==> config.mk <==
export PLATFORM = sky130hd
export DESIGN_NAME = cell_truth_sweeper
export DESIGN_NICKNAME = d
export VERILOG_FILES = /design/src/rtl/cell_sweep_pkg.sv /design/src/rtl/cell_truth_sweeper.sv
export SDC_FILE = /design/constraint.sdc
export NUM_CORES = 1
export LEC_CHECK = 0
export CORE_MARGIN = 2
export CORE_UTILIZATION = 45
export CTS_BUF_LIST = sky130_fd_sc_hd__clkbuf_8
export CTS_CLUSTER_DIAMETER = 50
export DETAILED_ROUTE_END_ITERATION = 12
export HOLD_SLACK_MARGIN = 0.03
export PLACE_DENSITY = 0.77
export SYNTH_ARGS = -nofsm -noshare
export SYNTH_HDL_FRONTEND = slang
export SYNTH_SLANG_ARGS = --single-unit
==> constraint.sdc <==
create_clock -name CK -period 3.4 [get_ports CK]
set_input_delay 0.68 -clock CK [delete_from_list [all_inputs] [get_ports CK]]
set_output_delay 0.68 -clock CK [all_outputs]
set_load 0.02 [all_outputs]
==> src/rtl/cell_sweep_pkg.sv <==
// Shared types and widths for the cell truth-table sweeper.
package cell_sweep_pkg;

  typedef enum logic [1:0] {
    IDLE   = 2'd0,
    DRIVE  = 2'd1,
    SAMPLE = 2'd2,
    DONE   = 2'd3
  } sweep_state_t;

  localparam int MAX_IN = 4;
  localparam int TT_W   = 16;
  localparam int ERR_W  = 5;

endpackage

==> src/rtl/cell_truth_sweeper.sv <==
// Steps a standard cell through every input vector and checks Y against a truth table.
// Optional build macro: SWEEP_STOP_ON_FAIL_EN ends the sweep at the first mismatch.
module cell_truth_sweeper
  import cell_sweep_pkg::*;
#(
  parameter int N_IN   = 3,
  parameter int SETTLE = 2
) (
  input  logic             CK,
  input  logic             RN,
  input  logic             start,
  input  logic [TT_W-1:0]  exp_tt,
  output logic [N_IN-1:0]  stim,
  input  logic             dut_y,
  output logic             busy,
  output logic             done,
  output logic             pass,
  output logic [ERR_W-1:0] err_cnt,
  output logic [3:0]       first_fail_vec,
  output logic             first_fail_valid
);

  localparam logic [3:0]       RELOAD   = 4'(SETTLE - 1);
  localparam logic [N_IN-1:0]  LAST_VEC = '1;
  localparam logic [ERR_W-1:0] ERR_MAX  = ERR_W'(TT_W);

  sweep_state_t     state_q, state_d;
  logic [3:0]       cnt_q, cnt_d;
  logic [N_IN-1:0]  stim_q, stim_d;
  logic [TT_W-1:0]  tt_q, tt_d;
  logic             busy_q, busy_d;
  logic             done_q, done_d;
  logic             pass_q, pass_d;
  logic [ERR_W-1:0] err_q, err_d;
  logic [3:0]       ffv_q, ffv_d;
  logic             ffvalid_q, ffvalid_d;

  logic             accept_s;
  logic             mismatch_s;
  logic             finish_s;
  logic [3:0]       vec_idx_s;
  logic [ERR_W-1:0] err_next_s;

  assign vec_idx_s  = 4'(stim_q);
  assign accept_s   = start && ((state_q == IDLE) || (state_q == DONE));
  assign mismatch_s = (state_q == SAMPLE) && (dut_y != tt_q[vec_idx_s]);
  assign err_next_s = (mismatch_s && (err_q < ERR_MAX)) ? (err_q + 5'd1) : err_q;

`ifdef SWEEP_STOP_ON_FAIL_EN
  assign finish_s = (stim_q == LAST_VEC) || mismatch_s;
`else
  assign finish_s = (stim_q == LAST_VEC);
`endif

  // State and datapath registers
  always_ff @(posedge CK or negedge RN) begin
    if (!RN) begin
      state_q   <= IDLE;
      cnt_q     <= 4'd0;
      stim_q    <= '0;
      tt_q      <= 16'd0;
      busy_q    <= 1'b0;
      done_q    <= 1'b0;
      pass_q    <= 1'b0;
      err_q     <= 5'd0;
      ffv_q     <= 4'd0;
      ffvalid_q <= 1'b0;
    end else begin
      state_q   <= state_d;
      cnt_q     <= cnt_d;
      stim_q    <= stim_d;
      tt_q      <= tt_d;
      busy_q    <= busy_d;
      done_q    <= done_d;
      pass_q    <= pass_d;
      err_q     <= err_d;
      ffv_q     <= ffv_d;
      ffvalid_q <= ffvalid_d;
    end
  end

  // Next-state selection
  always_comb begin
    state_d = state_q;
    case (state_q)
      IDLE: begin
        if (start) state_d = DRIVE;
        else       state_d = IDLE;
      end
      DRIVE: begin
        if (cnt_q == 4'd0) state_d = SAMPLE;
        else               state_d = DRIVE;
      end
      SAMPLE: begin
        if (finish_s) state_d = DONE;
        else          state_d = DRIVE;
      end
      DONE: begin
        if (start) state_d = DRIVE;
        else       state_d = DONE;
      end
      default: state_d = IDLE;
    endcase
  end

  // Registered-output and counter updates
  always_comb begin
    cnt_d     = cnt_q;
    stim_d    = stim_q;
    tt_d      = tt_q;
    busy_d    = busy_q;
    done_d    = done_q;
    pass_d    = pass_q;
    err_d     = err_q;
    ffv_d     = ffv_q;
    ffvalid_d = ffvalid_q;
    if (accept_s) begin
      tt_d      = exp_tt;
      stim_d    = '0;
      cnt_d     = RELOAD;
      err_d     = 5'd0;
      ffv_d     = 4'd0;
      ffvalid_d = 1'b0;
      done_d    = 1'b0;
      pass_d    = 1'b0;
      busy_d    = 1'b1;
    end else begin
      case (state_q)
        DRIVE: begin
          if (cnt_q != 4'd0) cnt_d = cnt_q - 4'd1;
          else               cnt_d = cnt_q;
        end
        SAMPLE: begin
          err_d = err_next_s;
          if (mismatch_s && !ffvalid_q) begin
            ffv_d     = vec_idx_s;
            ffvalid_d = 1'b1;
          end else begin
            ffv_d     = ffv_q;
            ffvalid_d = ffvalid_q;
          end
          // The last vector's error is already folded into err_next_s here.
          if (finish_s) begin
            busy_d = 1'b0;
            done_d = 1'b1;
            pass_d = (err_next_s == 5'd0);
          end else begin
            stim_d = stim_q + 1'b1;
            cnt_d  = RELOAD;
          end
        end
        default: begin
          cnt_d = cnt_q;
        end
      endcase
    end
  end

  assign stim             = stim_q;
  assign busy             = busy_q;
  assign done             = done_q;
  assign pass             = pass_q;
  assign err_cnt          = err_q;
  assign first_fail_vec   = ffv_q;
  assign first_fail_valid = ffvalid_q;

endmodule

==> load_flow_metrics.sql <==
INSERT INTO impl_metrics (metric_group, metric, value, unit) VALUES
('die', 'pin_count', '36', ''),
('clock_network', 'clk_latency', '0.28', 'ns'),
('synth', 'synth_top_flop_cell', 'sky130_fd_sc_hd__dfrtp_1', ''),
('timing', 'fmax', '458', 'MHz'),
('placement', 'globalplace.congestion', '0.857', ''),
('routing', 'drt_pass1_iterations', '4', ''),
('clock_network', 'tritoncts_clock_tree', 'built', ''),
('global_routing', 'maximum_number_of_pins_on_one_net_before_global_route_repair', '30', ''),
('worst_setup_path', 'worst-endpoint-arrival', '1.50', 'ns'),
('die', 'std_cell_rows', '21', ''),
('timing', 'slew_headroom', '51.9', '%'),
('layout', 'nNetsFinal', '223', ''),
('die', 'core_area', '3280', 'µm²'),
('worst_setup_path', 'endpoint_kind_of_the_worst_setup_timing_path', 'primary output', ''),
('timing', 'post_route_hold_slack', '0.475', 'ns'),
('worst_setup_path', 'crit_path_max_incr_delay', '0.68', 'ns'),
('power', 'ir_worst_vdd', '0.000343', 'V'),
('synth', 'syn_area_per_cell', '9.20', 'µm²'),
('run_status', 'status', 'complete, no violations', ''),
('synth', 'yosysTopAreaCellShare', '47.5', '%'),
('worst_setup_path', 'slowest_stage', 'sky130_fd_sc_hd__clkdlybuf4s50_1', ''),
('timing', 'setup_viol', '0', ''),
('timing', 'rsz0062_at_grt', 'false', ''),
('timing', 'timing.final.crit_share', '64.2', '%'),
('placement', 'hpwl', '2190', 'µm'),
('clock_network', 'holdBufCountCts', '0', ''),
('synth', 'ys_seq_elements', '29', ''),
('synth', 'ys_types', '33', ''),
('die', 'die_area', '3870', 'µm²'),
('synth', 'synth.top_cells.by_area', 'sky130_fd_sc_hd__dfrtp_1, sky130_fd_sc_hd__nand2_1, sky130_fd_sc_hd__ha_1', ''),
('layout', 'insertedDiodeCount', '0', ''),
('clock_network', 'clock-root-buffer', 'sky130_fd_sc_hd__clkbuf_8', ''),
('routing', 'dr_total_vias', '1211', ''),
('placement', 'dp_slack', '0.991', 'ns'),
('synth', 'synth-seq-area-share', '47.5', '%'),
('worst_setup_path', 'cp_data_required_time', '2.72', 'ns'),
('global_routing', 'via_count_of_the_first_global_routing_pass', '1198', ''),
('synth', 'synthDominantAreaCellType', 'sky130_fd_sc_hd__dfrtp_1', ''),
('worst_setup_path', 'timing.critical_path.cells', 'clkdlybuf4s50_1', ''),
('layout', 'syn2layout_area_growth', '25.0', '%'),
('clock_network', 'cts_repair_resize_count', '0', ''),
('clock_network', 'cts.htree.levels', '2', ''),
('routing', 'drc_errors', '0', ''),
('timing', 'layout_setup_ws', '1.22', 'ns'),
('clock_network', 'post_cts_buffers', '0', ''),
('worst_setup_path', 'worst-path-max-fanout', '8', ''),
('die', 'die_height', '62.2', 'µm'),
('routing', 'initialDrtViolationCount', '111', ''),
('layout', 'nFillCells', '289', ''),
('worst_setup_path', 'crit_family', 'buffers and inverters', ''),
('power', 'power.density_cell_area', '640', 'nW/µm²'),
('layout', 'post_route_cells_drive_above_1_share', '5.67', '%'),
('timing', 'final.setup_skew', '0.00507', 'ns'),
('routing', 'route.final.wire_length', '3010', 'µm'),
('clock_network', 'cts_inserted_buffers', '5', ''),
('synth', 'netlist_instances', '166', ''),
('timing', 'slew_viol_final', '0', ''),
('clock_network', 'clock_sinks', '29', ''),
('synth', 'share_of_synthesized_flip_flops_with_an_asynchronous_set_or_reset', '100', '%'),
('synth', 'syn_area', '1530', 'µm²'),
('worst_setup_path', 'cp_num_buf_inv', '1', ''),
('worst_setup_path', 'critPathLaunchType', 'flop', ''),
('global_routing', 'grt_pass1_wl', '5380', 'µm'),
('placement', 'place.port_buffers', '26', ''),
('routing', 'postRouteAntennaNets', '0', ''),
('timing', 'final_period_minus_worst_setup_slack', '2.18', 'ns'),
('clock_network', 'path_clk_slew', '0.06', 'ns'),
('synth', 'synth_enable_flop_cells', '0', ''),
('worst_setup_path', 'type_of_the_worst_setup_path', 'flop to primary output', ''),
('global_routing', 'global_route.overflow_total', '0', ''),
('routing', 'detail_route.wl_per_cell', '12.5', 'µm');
per-stage QoR:
step                      cells  cell area (µm²)  power, mW  util [%]
after global placement      233             1820      0.922      55.5
after detailed placement    233             1820      0.952      55.5
final                       240             1910       1.22      58.1
after CTS                   240             1910       1.23      58.1
after global routing        240             1910       1.32      58.1
after floorplan             166             1530      0.838         -
power by group:
part | total (mW) | internal [mW] | switching [mW]
sequential | 0.493 | 0.427 | 0.0660
combinational | 0.454 | 0.194 | 0.260
clock | 0.274 | 0.157 | 0.117
total | 1.22 | 0.778 | 0.443
cells by family (layout without fill, tap and decap cells):
| family | after synthesis | in the layout | synth area share, % |
|---|---|---|---|
| simple gates | 78 | 78 | 23.1 |
| flops | 29 | 29 | 47.5 |
| compound gates | 26 | 26 | 10.4 |
| buf+inv | 11 | 39 | 3.44 |
| fa+ha+maj | 9 | 9 | 7.38 |
| mux | 8 | 8 | 5.57 |
| xor+xnor | 4 | 4 | 2.30 |
| other cells | 1 | 1 | 0.246 |
path summary, 6_finish.rpt:
kind,startpoint,to,slack [ns],cells after the start
setup / recovery,stim[0],stim[0],1.22,1
hold / removal,tt_q[2],tt_q[2],0.48,2
setup reg to reg,stim[0],cnt_q[2],1.32,8
hold reg to reg,tt_q[2],tt_q[2],0.48,2
max in group asynchronous,RN,stim[2],2.33,2
min in group asynchronous,RN,busy,0.78,2
final cells by class:
cell class              instances  area, µm²  share of cell area [%]
flip-flops and latches         29        726                    38.0
clock buffers                   6       82.6                    4.33
multi-input cells             126        748                    39.2
clock inverters                 1       3.75                   0.197
inverters                       4       15.0                   0.787
repair buffers                 28        275                    14.4
well taps                      46       57.6                    3.02
registers in the layout (all words and copies together) (netlist names):
register,cells
busy,1
cnt_q,4
done,1
err_cnt,5
first_fail_valid,1
first_fail_vec,3
pass,1
state_q,2
stim,3
tt_q,8
routing by layer:
metal / vias to the layer above / routed length, µm / share of wire, % / GRT usage, %
met5: - / 0 / 0 / 0
met4: 0 / 78 / 2.6 / 9.17
met2: 32 / 1430 / 47 / 30.4
met1: 567 / 1360 / 45 / 19.6
met3: 7 / 138 / 4.6 / 5.25
li1: 605 / - / - / -
synthesized netlist by cell type (all sizes together), types with 2 or more instances:
cell / instances
a21boi: 2
a21oi: 6
buf: 2
clkbuf: 5
dfrtp: 29
ha: 9
inv: 4
mux2i: 7
nand2: 36
nand2b: 2
nand3: 3
nand3b: 2
nor2: 18
nor2b: 7
nor3: 5
o211ai: 2
o21ai: 11
xnor2: 2
xor2: 2
cells in the final DEF, fill, tap and decap left out, drive strengths merged:
| cell type | Yosys | routed |
|---|---|---|
| nand2 | 36 | 36 |
| dfrtp | 29 | 29 |
| clkdlybuf4s50 | 0 | 26 |
| nor2 | 18 | 18 |
| o21ai | 11 | 11 |
| ha | 9 | 9 |
| nor2b | 7 | 7 |
| mux2i | 7 | 7 |
| a21oi | 6 | 6 |
| clkbuf | 5 | 6 |
| inv | 4 | 5 |
| nor3 | 5 | 5 |
| nand3 | 3 | 3 |
| nand2b | 2 | 2 |
| o211ai | 2 | 2 |
| xnor2 | 2 | 2 |
| xor2 | 2 | 2 |
| nand3b | 2 | 2 |
| buf | 2 | 2 |
| a21boi | 2 | 2 |
| nor3b | 1 | 1 |
| mux2 | 1 | 1 |
| a2bb2oi | 1 | 1 |
| a22oi | 1 | 1 |
| and3b | 1 | 1 |
| o21a | 1 | 1 |
| nand4 | 1 | 1 |
| or2 | 1 | 1 |
| a32o | 1 | 1 |
| and3 | 1 | 1 |
| a31oi | 1 | 1 |
| conb | 1 | 1 |
Power figures use the tool's default switching activity.
